===== src/rtl/vga_timing_pkg.sv =====
// Shared types and SVGA 800x600@56Hz timing constants for the raster generator.
package vga_timing_pkg;

    typedef logic [9:0] coord_t;
    typedef logic [3:0] rgb4_t;

    localparam int SVGA_H_ACTIVE = 800;
    localparam int SVGA_H_FP     = 24;
    localparam int SVGA_H_SYNC   = 72;
    localparam int SVGA_H_BP     = 128;
    localparam int SVGA_H_TOTAL  = SVGA_H_ACTIVE + SVGA_H_FP + SVGA_H_SYNC + SVGA_H_BP;

    localparam int SVGA_V_ACTIVE = 600;
    localparam int SVGA_V_FP     = 1;
    localparam int SVGA_V_SYNC   = 2;
    localparam int SVGA_V_BP     = 22;
    localparam int SVGA_V_TOTAL  = SVGA_V_ACTIVE + SVGA_V_FP + SVGA_V_SYNC + SVGA_V_BP;

endpackage


===== src/rtl/vga_timing_gen_if.sv =====
// Pixel-coordinate interface: game logic on one side, VGA pins on the other.
interface vga_timing_gen_if;
    import vga_timing_pkg::*;

    coord_t      h_coord;
    coord_t      v_coord;
    logic        display_on;
    logic        end_of_frame;
    logic [15:0] frame_cnt;
    rgb4_t       red_in;
    rgb4_t       green_in;
    rgb4_t       blue_in;
    logic        vga_hs;
    logic        vga_vs;
    rgb4_t       vga_r;
    rgb4_t       vga_g;
    rgb4_t       vga_b;

    // Timing generator side
    modport master (
        output h_coord, v_coord, display_on, end_of_frame, frame_cnt,
        output vga_hs, vga_vs, vga_r, vga_g, vga_b,
        input  red_in, green_in, blue_in
    );

    // Game logic / pin consumer side
    modport slave (
        input  h_coord, v_coord, display_on, end_of_frame, frame_cnt,
        input  vga_hs, vga_vs, vga_r, vga_g, vga_b,
        output red_in, green_in, blue_in
    );

endinterface


===== src/rtl/vga_axis_counter.sv =====
// One raster axis: wrapping position counter with active-area and sync decode.
module vga_axis_counter #(
    parameter int ACTIVE = 800,
    parameter int FP     = 24,
    parameter int SYNC   = 72,
    parameter int BP     = 128,
    parameter int W      = 11
) (
    input  logic         clk,
    input  logic         rst,
    input  logic         en,
    output logic         wrap,
    output logic [W-1:0] cnt,
    output logic         active,
    output logic         sync
);

    localparam int           TOTAL      = ACTIVE + FP + SYNC + BP;
    localparam logic [W-1:0] LAST       = W'(TOTAL - 1);
    localparam logic [W-1:0] ACT_END    = W'(ACTIVE);
    localparam logic [W-1:0] SYNC_START = W'(ACTIVE + FP);
    localparam logic [W-1:0] SYNC_END   = W'(ACTIVE + FP + SYNC);

    logic [W-1:0] cnt_q, cnt_d;

    assign wrap   = en && (cnt_q == LAST);
    assign cnt    = cnt_q;
    assign active = (cnt_q < ACT_END);
    assign sync   = (cnt_q >= SYNC_START) && (cnt_q < SYNC_END);

    // Next position: advance when enabled, back to 0 after the last position
    always_comb begin
        cnt_d = cnt_q;
        if (en) begin
            cnt_d = wrap ? '0 : cnt_q + W'(1);
        end
    end

    // Position register
    always_ff @(posedge clk or posedge rst) begin
        if (rst) cnt_q <= '0;
        else     cnt_q <= cnt_d;
    end

endmodule


===== src/rtl/vga_timing_gen.sv =====
// Raster timing generator: counters -> stage 1 (coords, syncs) -> stage 2 (pins).
// Game colour comes back combinationally from the stage-1 coords and is
// captured in stage 2 so it lines up with the delayed syncs.
module vga_timing_gen
    import vga_timing_pkg::*;
#(
    parameter int H_ACTIVE = SVGA_H_ACTIVE,
    parameter int H_FP     = SVGA_H_FP,
    parameter int H_SYNC   = SVGA_H_SYNC,
    parameter int H_BP     = SVGA_H_BP,
    parameter int V_ACTIVE = SVGA_V_ACTIVE,
    parameter int V_FP     = SVGA_V_FP,
    parameter int V_SYNC   = SVGA_V_SYNC,
    parameter int V_BP     = SVGA_V_BP,
    parameter bit HS_POL   = 1'b1,
    parameter bit VS_POL   = 1'b1
) (
    input  logic pixel_clk,
    input  logic rst,
    vga_timing_gen_if.master bus
);

    logic [10:0] h_cnt;
    logic [9:0]  v_cnt;
    logic        h_wrap, h_act, h_sync;
    logic        v_act, v_sync;
    // Frame wrap is not needed: end_of_frame is timed from the stage-1 coords
    logic        v_wrap_unused;

    vga_axis_counter #(
        .ACTIVE(H_ACTIVE), .FP(H_FP), .SYNC(H_SYNC), .BP(H_BP), .W(11)
    ) u_h (
        .clk(pixel_clk), .rst(rst), .en(1'b1),
        .wrap(h_wrap), .cnt(h_cnt), .active(h_act), .sync(h_sync)
    );

    vga_axis_counter #(
        .ACTIVE(V_ACTIVE), .FP(V_FP), .SYNC(V_SYNC), .BP(V_BP), .W(10)
    ) u_v (
        .clk(pixel_clk), .rst(rst), .en(h_wrap),
        .wrap(v_wrap_unused), .cnt(v_cnt), .active(v_act), .sync(v_sync)
    );

    // Stage 1 state
    logic        disp_q, hs1_q, vs1_q;
    coord_t      hc_q, vc_q, hc_d, vc_d;
    logic        act;

    // Stage 2 state (pins)
    rgb4_t       r_q, g_q, b_q;
    logic        hs_q, vs_q;

    // Frame pacing
    logic        eof_q, eof_d;
    logic [15:0] frame_cnt_q;

    // Coordinates are forced to 0 outside the active area
    always_comb begin
        act  = h_act && v_act;
        hc_d = act ? coord_t'(h_cnt) : '0;
        vc_d = act ? coord_t'(v_cnt) : '0;
        eof_d = disp_q && (hc_q == coord_t'(H_ACTIVE - 1))
                       && (vc_q == coord_t'(V_ACTIVE - 1));
    end

    // Stage 1: coordinates, display enable and raw sync decode
    always_ff @(posedge pixel_clk or posedge rst) begin
        if (rst) begin
            disp_q <= 1'b0;
            hc_q   <= '0;
            vc_q   <= '0;
            hs1_q  <= 1'b0;
            vs1_q  <= 1'b0;
        end else begin
            disp_q <= act;
            hc_q   <= hc_d;
            vc_q   <= vc_d;
            hs1_q  <= h_sync;
            vs1_q  <= v_sync;
        end
    end

    // Stage 2: blanked colour and polarity-adjusted syncs, all on the same edge
    always_ff @(posedge pixel_clk or posedge rst) begin
        if (rst) begin
            r_q  <= '0;
            g_q  <= '0;
            b_q  <= '0;
            hs_q <= ~HS_POL;
            vs_q <= ~VS_POL;
        end else begin
            r_q  <= disp_q ? bus.red_in   : '0;
            g_q  <= disp_q ? bus.green_in : '0;
            b_q  <= disp_q ? bus.blue_in  : '0;
            hs_q <= hs1_q ? HS_POL : ~HS_POL;
            vs_q <= vs1_q ? VS_POL : ~VS_POL;
        end
    end

    // End-of-frame strobe follows the last active pixel; frame count rises with it
    always_ff @(posedge pixel_clk or posedge rst) begin
        if (rst) begin
            eof_q       <= 1'b0;
            frame_cnt_q <= '0;
        end else begin
            eof_q <= eof_d;
            if (eof_d) frame_cnt_q <= frame_cnt_q + 16'd1;
        end
    end

    assign bus.h_coord      = hc_q;
    assign bus.v_coord      = vc_q;
    assign bus.display_on   = disp_q;
    assign bus.end_of_frame = eof_q;
    assign bus.frame_cnt    = frame_cnt_q;
    assign bus.vga_r        = r_q;
    assign bus.vga_g        = g_q;
    assign bus.vga_b        = b_q;
    assign bus.vga_hs       = hs_q;
    assign bus.vga_vs       = vs_q;

endmodule


===== src/flat_wrapper.sv =====
// flat-port wrapper written by rule: the top's interface ports become plain ports
module vga_timing_gen_flat import vga_timing_pkg::*;
#(
    parameter int H_ACTIVE = SVGA_H_ACTIVE,
    parameter int H_FP     = SVGA_H_FP,
    parameter int H_SYNC   = SVGA_H_SYNC,
    parameter int H_BP     = SVGA_H_BP,
    parameter int V_ACTIVE = SVGA_V_ACTIVE,
    parameter int V_FP     = SVGA_V_FP,
    parameter int V_SYNC   = SVGA_V_SYNC,
    parameter int V_BP     = SVGA_V_BP,
    parameter bit HS_POL   = 1'b1,
    parameter bit VS_POL   = 1'b1
)
  (pixel_clk, rst, bus_h_coord, bus_v_coord, bus_display_on, bus_end_of_frame, bus_frame_cnt, bus_vga_hs, bus_vga_vs, bus_vga_r, bus_vga_g, bus_vga_b, bus_red_in, bus_green_in, bus_blue_in);
  vga_timing_gen_if bus_i ();
  input  logic pixel_clk;
  input  logic rst;
  output wire logic [$bits(bus_i.h_coord)-1:0] bus_h_coord;
  output wire logic [$bits(bus_i.v_coord)-1:0] bus_v_coord;
  output wire logic [$bits(bus_i.display_on)-1:0] bus_display_on;
  output wire logic [$bits(bus_i.end_of_frame)-1:0] bus_end_of_frame;
  output wire logic [$bits(bus_i.frame_cnt)-1:0] bus_frame_cnt;
  output wire logic [$bits(bus_i.vga_hs)-1:0] bus_vga_hs;
  output wire logic [$bits(bus_i.vga_vs)-1:0] bus_vga_vs;
  output wire logic [$bits(bus_i.vga_r)-1:0] bus_vga_r;
  output wire logic [$bits(bus_i.vga_g)-1:0] bus_vga_g;
  output wire logic [$bits(bus_i.vga_b)-1:0] bus_vga_b;
  input wire logic [$bits(bus_i.red_in)-1:0] bus_red_in;
  input wire logic [$bits(bus_i.green_in)-1:0] bus_green_in;
  input wire logic [$bits(bus_i.blue_in)-1:0] bus_blue_in;
  assign bus_h_coord = bus_i.h_coord;
  assign bus_v_coord = bus_i.v_coord;
  assign bus_display_on = bus_i.display_on;
  assign bus_end_of_frame = bus_i.end_of_frame;
  assign bus_frame_cnt = bus_i.frame_cnt;
  assign bus_vga_hs = bus_i.vga_hs;
  assign bus_vga_vs = bus_i.vga_vs;
  assign bus_vga_r = bus_i.vga_r;
  assign bus_vga_g = bus_i.vga_g;
  assign bus_vga_b = bus_i.vga_b;
  assign bus_i.red_in = bus_red_in;
  assign bus_i.green_in = bus_green_in;
  assign bus_i.blue_in = bus_blue_in;
  vga_timing_gen #(.H_ACTIVE(H_ACTIVE), .H_FP(H_FP), .H_SYNC(H_SYNC), .H_BP(H_BP), .V_ACTIVE(V_ACTIVE), .V_FP(V_FP), .V_SYNC(V_SYNC), .V_BP(V_BP), .HS_POL(HS_POL), .VS_POL(VS_POL)) u_core (.pixel_clk(pixel_clk), .rst(rst), .bus(bus_i));
endmodule

===== config.mk =====
export PLATFORM = sky130hd
export DESIGN_NAME = vga_timing_gen_flat
export DESIGN_NICKNAME = d
export VERILOG_FILES = /design/src/rtl/vga_timing_pkg.sv /design/src/rtl/vga_timing_gen_if.sv /design/src/rtl/vga_axis_counter.sv /design/src/rtl/vga_timing_gen.sv /design/src/flat_wrapper.sv
export SDC_FILE = /design/constraint.sdc
export NUM_CORES = 1
export LEC_CHECK = 0
export ABC_AREA = 1
export CAP_MARGIN = 20
export CORE_MARGIN = 2
export CORE_UTILIZATION = 40
export CTS_CLUSTER_SIZE = 25
export DETAILED_ROUTE_END_ITERATION = 8
export GPL_ROUTABILITY_DRIVEN = 0
export PLACE_DENSITY = 0.69
export SYNTH_ARGS = -nofsm -noshare
export SYNTH_HDL_FRONTEND = slang
export SYNTH_HIERARCHICAL = 1
export SYNTH_SLANG_ARGS = --single-unit

===== constraint.sdc =====
create_clock -name pixel_clk -period 6.6 [get_ports pixel_clk]
set_clock_uncertainty 0.2 [all_clocks]
set_input_delay 1.98 -clock pixel_clk [delete_from_list [all_inputs] [get_ports pixel_clk]]
set_output_delay 1.98 -clock pixel_clk [all_outputs]
set_load 0.01 [all_outputs]

==> impl_results.md, run 1 <==
- WL per Instance: about 12 um
- Highest metal used: met4
- Post-synthesis sequential area ratio: 0.512
- Critical Path, Cell by Cell: clkdlybuf4s50_1
- Final setup viols: 0
- Synth-to-layout area growth: 26.6%
- Drt total wl: around 7700 um
- CP top delay family: flip-flops
- Iteration-0 DRC Markers: 130
- Hold Path Class: flop to flop
- Max H-tree Level: 3
- Vias in the first global route: ~2900
- Fmax: between 0.2 and 0.3 GHz
- Initial antenna violation count: 0
- CTS tree: built
- FP Rows: 34
- Remaining Overflow, GRT: 0
- Worst-margin pin slew: roughly 0.82 ns
- Netlist cell types: 24
- Fin nets: ~570
- Lkg Pwr: about 2.4 nW
- Critical path type: flop to primary output
- Core box area: 8810 um^2
- Diode count: 0
- Worst path max stage delay: 0.65 ns
- Power Density: 197 nW/um^2
- Global Route Usage Sum: 0.164
- Max Fanout on Critical Path: 16
- Slew Viols, Final: 0
- Detail Route met3 WL: ~370 um
- Required time of the critical path: 4.42 ns
- Clock buffer depth: 2
- Slowest-stage cell, CP: dfrtp_1
- Mean post-synth cell area: approximately 7.7 um^2
- Warnings from Yosys: 6
- Largest net degree at the start of global routing: 42
- Post-synthesis cell area: 3670 um^2
- Synth Register Bits: 75
- Unrepaired setup endpoints after global routing: no
- IO Count: between 60 and 70
- DPL Wire Length: 5730 um
- DRC viols: 0
- Via-to-Cell Ratio: about 4.6
- Vias: 3062
- Post-Syn Instances: about 480
- Final Hold Violating Endpoints: 0
- MaxCap Viol Count: 0
- Final hold slack: 0.157 ns
- Period utilisation layout: 0.576
- Initial DRT Pass Iterations: 4
- Final worst slack: roughly 2.8 ns
- Data arrival, critical path: 1.62 ns
- Setup TNS Final: 0 ns
- CTS Sinks: 75
- Run status: completed
- Postcts setup bufs: 0
- Starting Density: 0.417
- Clock period minus final worst setup slack: between 3 and 4 ns
- PortBufs: between 60 and 70
- Worst setup EP type: primary output
- Later-pin clock latency in the skew report: ~0.34 ns
- Total power: roughly 910 uW
- CTS clk-pin slew, worst paths: around 0.080 ns
- Slew margin rel.: 0.452
- First-pass GRT wire length: ~13000 um
- Layout cells sized above 1: 0.0754
- Chip height: around 100 um
- Pre-CTS setup slack: roughly 3.2 ns
- TritonCTS Buffers: 9
- Root buf cell: clkbuf_8
- Buf/Inv on CP: 1
- Commonest non-fill, non-tap cells in the layout: 141 x nand2_1, 84 x inv_1, 75 x dfrtp_1
- Met2 WL: approximately 3700 um
- CTS resizes: 0
- Routed met1 length: about 3500 um
- Crit start category: flop
- Die Area: between 9000 and 10000 um^2
- Number of antenna-violating nets in the routed design: 0
- CTS Hold Bufs: 0
- Core Util, Final: 0.527
- Peak supply drop: 0.000114 V
- Chip width: 99.8 um
- Most common cell after layout, fill and taps aside: nand2_1
-- path summary, 6_finish.rpt --
path	startpoint	endpoint	slack [ns]	cells after the start
max	u_core/bus.display_on	bus_display_on	2.80	1
min	u_core/hs1_q	u_core/bus.vga_hs	0.16	0
max reg2reg	u_core/u_h/cnt[1]	u_core/u_v/cnt[0]	4.02	10
min reg2reg	u_core/hs1_q	u_core/bus.vga_hs	0.16	0
max in group asynchronous	rst	u_core/bus.vga_g[1]	3.91	3
min in group asynchronous	rst	u_core/bus.h_coord[8]	1.77	2
-- area by class of cell --
| cell class | instances | area, um^2 |
|---|---|---|
| clock inverter | 6 | 63.8 |
| tap | 108 | 135 |
| fill | 826 | 4160 |
| clock buffer | 10 | 138 |
| multi-input combinational | 310 | 1420 |
| timing repair buffer | 66 | 671 |
| sequential | 75 | 1880 |
| inverter | 90 | 338 |
-- state kept, by name (all words and copies together), names as in the netlist --
name                     count
u_core/u_h/cnt              11
u_core/vs1_q                 1
u_core/bus.v_coord          10
u_core/hs1_q                 1
u_core/bus.vga_hs            1
u_core/bus.frame_cnt        16
u_core/bus.vga_g             4
u_core/u_v/cnt              10
u_core/bus.vga_vs            1
u_core/bus.vga_b             4
u_core/bus.end_of_frame      1
u_core/bus.display_on        1
u_core/bus.h_coord          10
u_core/bus.vga_r             4
-- through the flow --
| step | cell area (um^2) | cells |
|---|---|---|
| 3_5_place_dp | 4440 | 649 |
| 6_report | 4640 | 665 |
| 4_1_cts | 4640 | 665 |
| 5_1_grt | 4640 | 665 |
| 2_1_floorplan | 3680 | 482 |
| 3_3_place_gp | 4420 | 648 |
-- power by group --
| group | leakage (nW) | switching [mW] | internal (mW) | total, mW |
|---|---|---|---|---|
| clock network | 0.0987 | 0.169 | 0.185 | 0.354 |
| logic | 1.26 | 0.0365 | 0.0271 | 0.0635 |
| registers | 1.01 | 0.0224 | 0.474 | 0.496 |
-- layer usage --
| metal | vias up | track usage |
|---|---|---|
| met5 | - | 0 |
| met2 | 60 | 0.281 |
| met1 | 1422 | 0.207 |
| met4 | 0 | 0.0411 |
| li1 | 1575 | - |
| met3 | 5 | 0.0422 |
-- Yosys cell counts --
master / count / area share
o21ai_0: 6 / 0.0082
ha_1: 6 / 0.020
conb_1: 1 / 0.0010
nor2_1: 71 / 0.073
xor2_1: 5 / 0.012
clkbuf_1: 3 / 0.0031
inv_1: 85 / 0.087
buf_6: 2 / 0.0061
o21a_1: 1 / 0.0020
nand2_1: 141 / 0.14
dfrtp_1: 75 / 0.51
nor3_1: 7 / 0.0095
buf_4: 1 / 0.0020
nand2_2: 6 / 0.010
nor2_2: 8 / 0.014
inv_2: 5 / 0.0051
nand3_2: 3 / 0.0082
buf_2: 1 / 0.0014
nand3_1: 31 / 0.042
nand4_1: 11 / 0.019
a21oi_1: 2 / 0.0027
nor2_4: 2 / 0.0061
xnor2_1: 4 / 0.0095
nand3b_1: 1 / 0.0020
-- cell families after synthesis --
kind of cell             after synthesis  share of synthesized area
AO/OA/AOI/OAI                          9                     0.0130
flip-flops                            75                      0.512
AND/OR/NAND/NOR                      281                      0.328
adder cells (fa/ha/maj)                6                     0.0205
buffers and inverters                 97                      0.105
XOR/XNOR                               9                     0.0215
other                                  1                    0.00102
Power figures use the tool's default switching activity.
==> run 2, diff against run 1 <==
--- a/config.mk
+++ b/config.mk
@@ -12,7 +12,7 @@
 export CTS_CLUSTER_SIZE = 25
 export DETAILED_ROUTE_END_ITERATION = 8
 export GPL_ROUTABILITY_DRIVEN = 0
-export PLACE_DENSITY = 0.69
+export PLACE_DENSITY = 0.71
 export SYNTH_ARGS = -nofsm -noshare
 export SYNTH_HDL_FRONTEND = slang
 export SYNTH_HIERARCHICAL = 1
==> constraint.sdc (replaced) <==
create_clock -name pixel_clk -period 3.3 [get_ports pixel_clk]
set_clock_uncertainty 0.2 [all_clocks]
set_input_delay 0.99 -clock pixel_clk [delete_from_list [all_inputs] [get_ports pixel_clk]]
set_output_delay 0.99 -clock pixel_clk [all_outputs]
set_load 0.01 [all_outputs]
==> run 2 against run 1 <==
Net effect:
- first-iteration DRC count decreased by 25%
- sequential power increased by 100%
- core utilization increased by 0.30 points
- wire length increased by 0.25%
- critical path depth unchanged
- via count increased by 1.1%
- non-clock buffer count unchanged
- worst hold slack got worse by 0.0023 ns
==> impl_results.md, run 2 (synthesis gave the netlist of run 1 again) <==
- Run status: completed
- Critical Path, Cell by Cell: clkdlybuf4s50_1
- Data arrival, critical path: 1.59 ns (-0.03 ns)
- Most common cell after layout, fill and taps aside: nand2_1
- Initial antenna violation count: 0 (unchanged)
- Root buf cell: clkbuf_8
- Later-pin clock latency in the skew report: 0.34 ns (about the same)
- Synth-to-layout area growth: 27.3%
- Clock period minus final worst setup slack: roughly 2.8 ns
- Starting Density: 0.417 (unchanged)
- HP Start: u_core/vs1_q
- Vias in the first global route: 2961 (+2.6%)
- Number of antenna-violating nets in the routed design: 0 (unchanged)
- Max H-tree Level: 3 (unchanged)
- Iteration-0 DRC Markers: 98 (-25%)
- Diode count: 0 (unchanged)
- Total power: 1.97 mW (+120%)
- Slew Viols, Final: 0 (unchanged)
- Final hold slack: 0.154 ns (-0.00227 ns)
- Final setup viols: 0 (unchanged)
- CTS tree: built
- Chip height: 99.8 um (unchanged)
- Slew margin rel.: 0.488 (+0.0360)
- Lkg Pwr: 2.39 nW (+0.69%)
- Buf/Inv on CP: 1 (unchanged)
- Postcts setup bufs: 0 (unchanged)
- Max Fanout on Critical Path: 16 (unchanged)
- Hold Crit Endpoint: u_core/bus.vga_vs
- Final Hold Violating Endpoints: 0 (unchanged)
- First-pass GRT wire length: 13400 um (+2.2%)
- R2R cell count: 10 (unchanged)
- Pre-CTS setup slack: 0.836 ns (-2.31 ns)
- Placed insts: 649 (unchanged)
- IO Count: 66 (unchanged)
- Worst r2r src: u_core/u_h/cnt[1]
- Fmax: 0.359 GHz
- Initial DRT Pass Iterations: 4 (unchanged)
- Slowest-stage cell, CP: dfrtp_1
- DRC viols: 0 (unchanged)
- Drt total wl: 7680 um (+0.25%)
- CTS Sinks: 75 (unchanged)
- Chip width: 99.8 um (unchanged)
- Die Area: 9950 um^2 (unchanged)
- Worst-margin pin slew: 0.762 ns (-0.0536 ns)
- Core box area: 8810 um^2 (unchanged)
- Clock buffer depth: 2 (unchanged)
- Commonest non-fill, non-tap cells in the layout: 141 x nand2_1, 84 x inv_1, 75 x dfrtp_1
- Peak supply drop: 0.000202 V (+77%)
- RR Endpoint: u_core/u_v/cnt[0]
- Max FFs per register: 16 (unchanged)
- PortBufs: 65 (unchanged)
- Vias: 3097 (+1.1%)
- R2R Setup Slk: 0.80 ns (-3.22 ns)
- Layout cells sized above 1: 0.0719 (-0.00346)
- Worst setup EP type: primary output
- Worst path max stage delay: 0.63 ns (-0.02 ns)
- Power Density: 421 nW/um^2 (+110%)
- Finished Layout Cells: 664 (-0.15%)
- Final worst slack: 0.517 ns (-2.28 ns)
- Largest net degree at the start of global routing: 55 (+31%)
- DPL Wire Length: 5720 um (-0.20%)
- Fin nets: 572 (unchanged)
- TritonCTS Buffers: 9 (unchanged)
- CP top delay family: flip-flops
- Hold Path Class: flop to flop
- Via-to-Cell Ratio: 4.66 (+1.3%)
- CTS resizes: 0 (unchanged)
- Critical path type: flop to primary output
- Period utilisation layout: 0.843
- Required time of the critical path: 2.11 ns (-2.31 ns)
- Remaining Overflow, GRT: 0 (unchanged)
- WL per Instance: 11.6 um (+0.40%)
- Setup TNS Final: 0 ns (unchanged)
- Unrepaired setup endpoints after global routing: no
- MaxCap Viol Count: 0 (unchanged)
- FP Rows: 34 (unchanged)
- CTS Hold Bufs: 0 (unchanged)
- Worst hold stages: 0 (unchanged)
- Global Route Usage Sum: 0.167 (+0.00299)
- Crit start category: flop
- CTS clk-pin slew, worst paths: 0.07 ns (about the same)
-- run 2: changes by cell type in the layout (fill, tap and decap cells not counted), sizes merged --
cell / previous run / this run
bufinv: 1 / 3
clkinvlp: 2 / 0
clkbuf: 10 / 11
clkinv: 2 / 1
inv: 91 / 90
-- run 2: layout make-up --
| cell class | instances | area, um^2 |
|---|---|---|
| Fill cell | 812 | 4140 |
| Timing Repair Buffer | 66 | 658 |
| Clock buffer | 11 | 141 |
| Sequential cell | 75 | 1880 |
| Tap cell | 108 | 135 |
| Multi-Input combinational cell | 310 | 1420 |
| Clock inverter | 4 | 98.8 |
| Inverter | 90 | 338 |
-- run 2: report_power, final --
part / internal, mW / switching (mW)
sequential: 0.948 / 0.0468
clock: 0.521 / 0.321
combinational: 0.0527 / 0.0765
total: 1.52 / 0.444
-- run 2: per-stage QoR --
step,area (um^2),utilization
floorplan,3680,-
global placement,4430,0.503
detailed placement,4430,0.503
CTS,4670,0.530
global route,4670,0.530
finish,4670,0.530
-- run 2: routing by layer --
layer	vias to the layer above	GRT usage	part of all wire
met5	-	0	0
met4	0	0.0643	0.025
li1	1581	-	-
met2	89	0.277	0.49
met1	1411	0.209	0.43
met3	16	0.0450	0.057
-- run 2: worst max path at each step --
stage / cells past startpoint / endpoint / slack (ns) / from
5_1_grt: 1 / bus_display_on / 0.41 / u_core/bus.display_on
3_3_place_gp: 1 / bus_display_on / 0.88 / u_core/bus.display_on
6_report: 1 / bus_display_on / 0.52 / u_core/bus.display_on
3_5_place_dp: 10 / u_core/u_v/cnt[9] / 0.84 / u_core/u_h/cnt[0]
4_1_cts: 1 / bus_display_on / 0.46 / u_core/bus.display_on
2_1_floorplan: 1 / u_core/bus.display_on / 0.80 / rst
==> run 3, diff against run 2 <==
--- a/config.mk
+++ b/config.mk
@@ -12,7 +12,7 @@
 export CTS_CLUSTER_SIZE = 25
 export DETAILED_ROUTE_END_ITERATION = 8
 export GPL_ROUTABILITY_DRIVEN = 0
-export PLACE_DENSITY = 0.71
+export PLACE_DENSITY = 0.69
 export SYNTH_ARGS = -nofsm -noshare
 export SYNTH_HDL_FRONTEND = slang
 export SYNTH_HIERARCHICAL = 1
==> constraint.sdc (replaced) <==
create_clock -name pixel_clk -period 2.8 [get_ports pixel_clk]
set_clock_uncertainty 0.2 [all_clocks]
set_input_delay 0.84 -clock pixel_clk [delete_from_list [all_inputs] [get_ports pixel_clk]]
set_output_delay 0.84 -clock pixel_clk [all_outputs]
set_load 0.01 [all_outputs]
==> run 3 against run 2 <==
Net effect:
- cell count rose by 0.45%
- wire length rose by 2.8%
- critical path depth did not move
- sequential share of layout area barely moved
- critical endpoint is now bus_frame_cnt[10]
- largest cell class unchanged
==> impl_results.md, run 3 (synthesis gave the netlist of run 1 again) <==
- Run status: completed
- Synth-to-layout area growth: 27.4% (about the same)
- Postcts setup bufs: 0 (unchanged)
- Commonest non-fill, non-tap cells in the layout: 141 x nand2_1, 84 x inv_1, 75 x dfrtp_1
- CTS clk-pin slew, worst paths: 0.08 ns (about the same)
- Iteration-0 DRC Markers: 104 (+6.1%)
- Worst hold stages: 0 (unchanged)
- HP Start: u_core/hs1_q
- Largest net degree at the start of global routing: 55 (unchanged)
- FP Rows: 34 (unchanged)
- DPL Wire Length: 5860 um (+2.5%)
- Slew Viols, Final: 0 (unchanged)
- Clock period minus final worst setup slack: about 2.4 ns
- MaxCap Viol Count: 0 (unchanged)
- Global Route Usage Sum: 0.169 (+0.00231)
- Lkg Pwr: 2.38 nW (about the same)
- Global-route track usage on met1: 0.211 (+0.00186)
- Chip width: 99.8 um (unchanged)
- Layout cells sized above 1: 0.0769 (+0.00498)
- Remaining Overflow, GRT: 0 (unchanged)
- Total power: 2.24 mW (+14%)
- IO Count: 66 (unchanged)
- Number of antenna-violating nets in the routed design: 0 (unchanged)
- Starting Density: 0.417 (unchanged)
- R2R cell count: 11 (+1)
- Max Fanout on Critical Path: 6 (-10)
- Period utilisation layout: 0.861
- Crit start category: flop
- Final Hold Violating Endpoints: 0 (unchanged)
- Worst path max stage delay: 0.59 ns (-0.04 ns)
- Worst r2r src: u_core/u_h/cnt[1]
- Placed insts: 651 (+0.31%)
- Clock buffer depth: 2 (unchanged)
- Fmax: ~0.41 GHz
- CP top delay family: buffers and inverters
- Vias: 3077 (-0.65%)
- Required time of the critical path: 1.76 ns (-0.35 ns)
- Setup TNS Final: 0 ns (unchanged)
- Buf/Inv on CP: 1 (unchanged)
- Max H-tree Level: 3 (unchanged)
- TritonCTS Buffers: 9 (unchanged)
- Data arrival, critical path: 1.37 ns (-0.22 ns)
- Hold Crit Endpoint: u_core/bus.vga_hs
- PortBufs: 65 (unchanged)
- Core box area: 8810 um^2 (unchanged)
- First-pass GRT wire length: 13600 um (+1.7%)
- Vias in the first global route: 3066 (+3.5%)
- Core Util, Final: 0.531 (about the same)
- Via-to-Cell Ratio: 4.61 (-1.1%)
- Die Area: 9950 um^2 (unchanged)
- Slew margin rel.: 0.568 (+0.0795)
- Unrepaired setup endpoints after global routing: no
- RR Endpoint: u_core/u_v/cnt[9]
- WL per Instance: 11.8 um (+2.3%)
- Initial antenna violation count: 0 (unchanged)
- Final setup viols: 0 (unchanged)
- R2R Setup Slk: 0.71 ns (-0.09 ns)
- Grt met3 use: 0.0281 (-0.0169)
- CTS tree: built
- Drt total wl: 7890 um (+2.8%)
- CTS resizes: 0 (unchanged)
- Root buf cell: clkbuf_8
- Slowest-stage cell, CP: clkdlybuf4s50_1
- Hold Path Class: flop to flop
- Worst setup EP type: primary output
- Peak supply drop: 0.000286 V (+42%)
- Critical path type: flop to primary output
- CTS Hold Bufs: 0 (unchanged)
- Met2 usage: 0.291 (+0.0146)
- Initial DRT Pass Iterations: 4 (unchanged)
- Fin nets: 574 (+0.35%)
- Max FFs per register: 16 (unchanged)
- Later-pin clock latency in the skew report: 0.34 ns (about the same)
- DRC viols: 0 (unchanged)
- Chip height: 99.8 um (unchanged)
- Crit. path cell count: 1 (unchanged)
- Busiest grt layer: met2
- CTS Sinks: 75 (unchanged)
- Diode count: 0 (unchanged)
- Most common cell after layout, fill and taps aside: nand2_1
- Critical Path, Cell by Cell: clkdlybuf4s50_1
- Power Density: 478 nW/um^2 (+14%)
- Worst-margin pin slew: 0.647 ns (-0.115 ns)
- Finished Layout Cells: 667 (+0.45%)
[run 3: through the flow]
step	hold WS (ns)	setup WS (ns)	instance area, um^2
3_5_place_dp	0.136	0.742	4460
2_1_floorplan	0.131	0.445	3680
6_report	0.151	0.389	4670
5_1_grt	0.161	0.332	4670
4_1_cts	0.155	0.361	4670
3_3_place_gp	0.132	0.769	4460
[run 3: layout make-up]
| class | count | area [um^2] |
|---|---|---|
| clock inverters | 6 | 88.8 |
| well taps | 108 | 135 |
| inverters | 90 | 338 |
| flip-flops and latches | 75 | 1880 |
| multi-input cells | 310 | 1420 |
| fillers | 844 | 4130 |
| clock buffers | 10 | 128 |
| repair buffers | 68 | 686 |
[run 3: where the power goes]
group / switching (mW) / leakage, nW / internal [mW] / total, mW
logic: 0.0899 / 1.27 / 0.0643 / 0.154
clock network: 0.405 / 0.103 / 0.504 / 0.908
registers: 0.0557 / 1.01 / 1.12 / 1.17
[run 3: routing by layer]
layer  wire, um  share of wire
met1       3530           0.45
met2       3850           0.49
met3        432          0.055
met4         82          0.010
met5          0              0
[run 3: worst max path at each step]
stage | from | endpoint | slack (ns)
floorplan | rst | u_core/bus.display_on | 0.45
global placement | u_core/bus.frame_cnt[10] | bus_frame_cnt[10] | 0.77
detailed placement | u_core/u_h/cnt[1] | u_core/u_v/cnt[9] | 0.74
CTS | u_core/bus.frame_cnt[10] | bus_frame_cnt[10] | 0.36
global route | u_core/bus.frame_cnt[10] | bus_frame_cnt[10] | 0.33
finish | u_core/bus.frame_cnt[10] | bus_frame_cnt[10] | 0.39
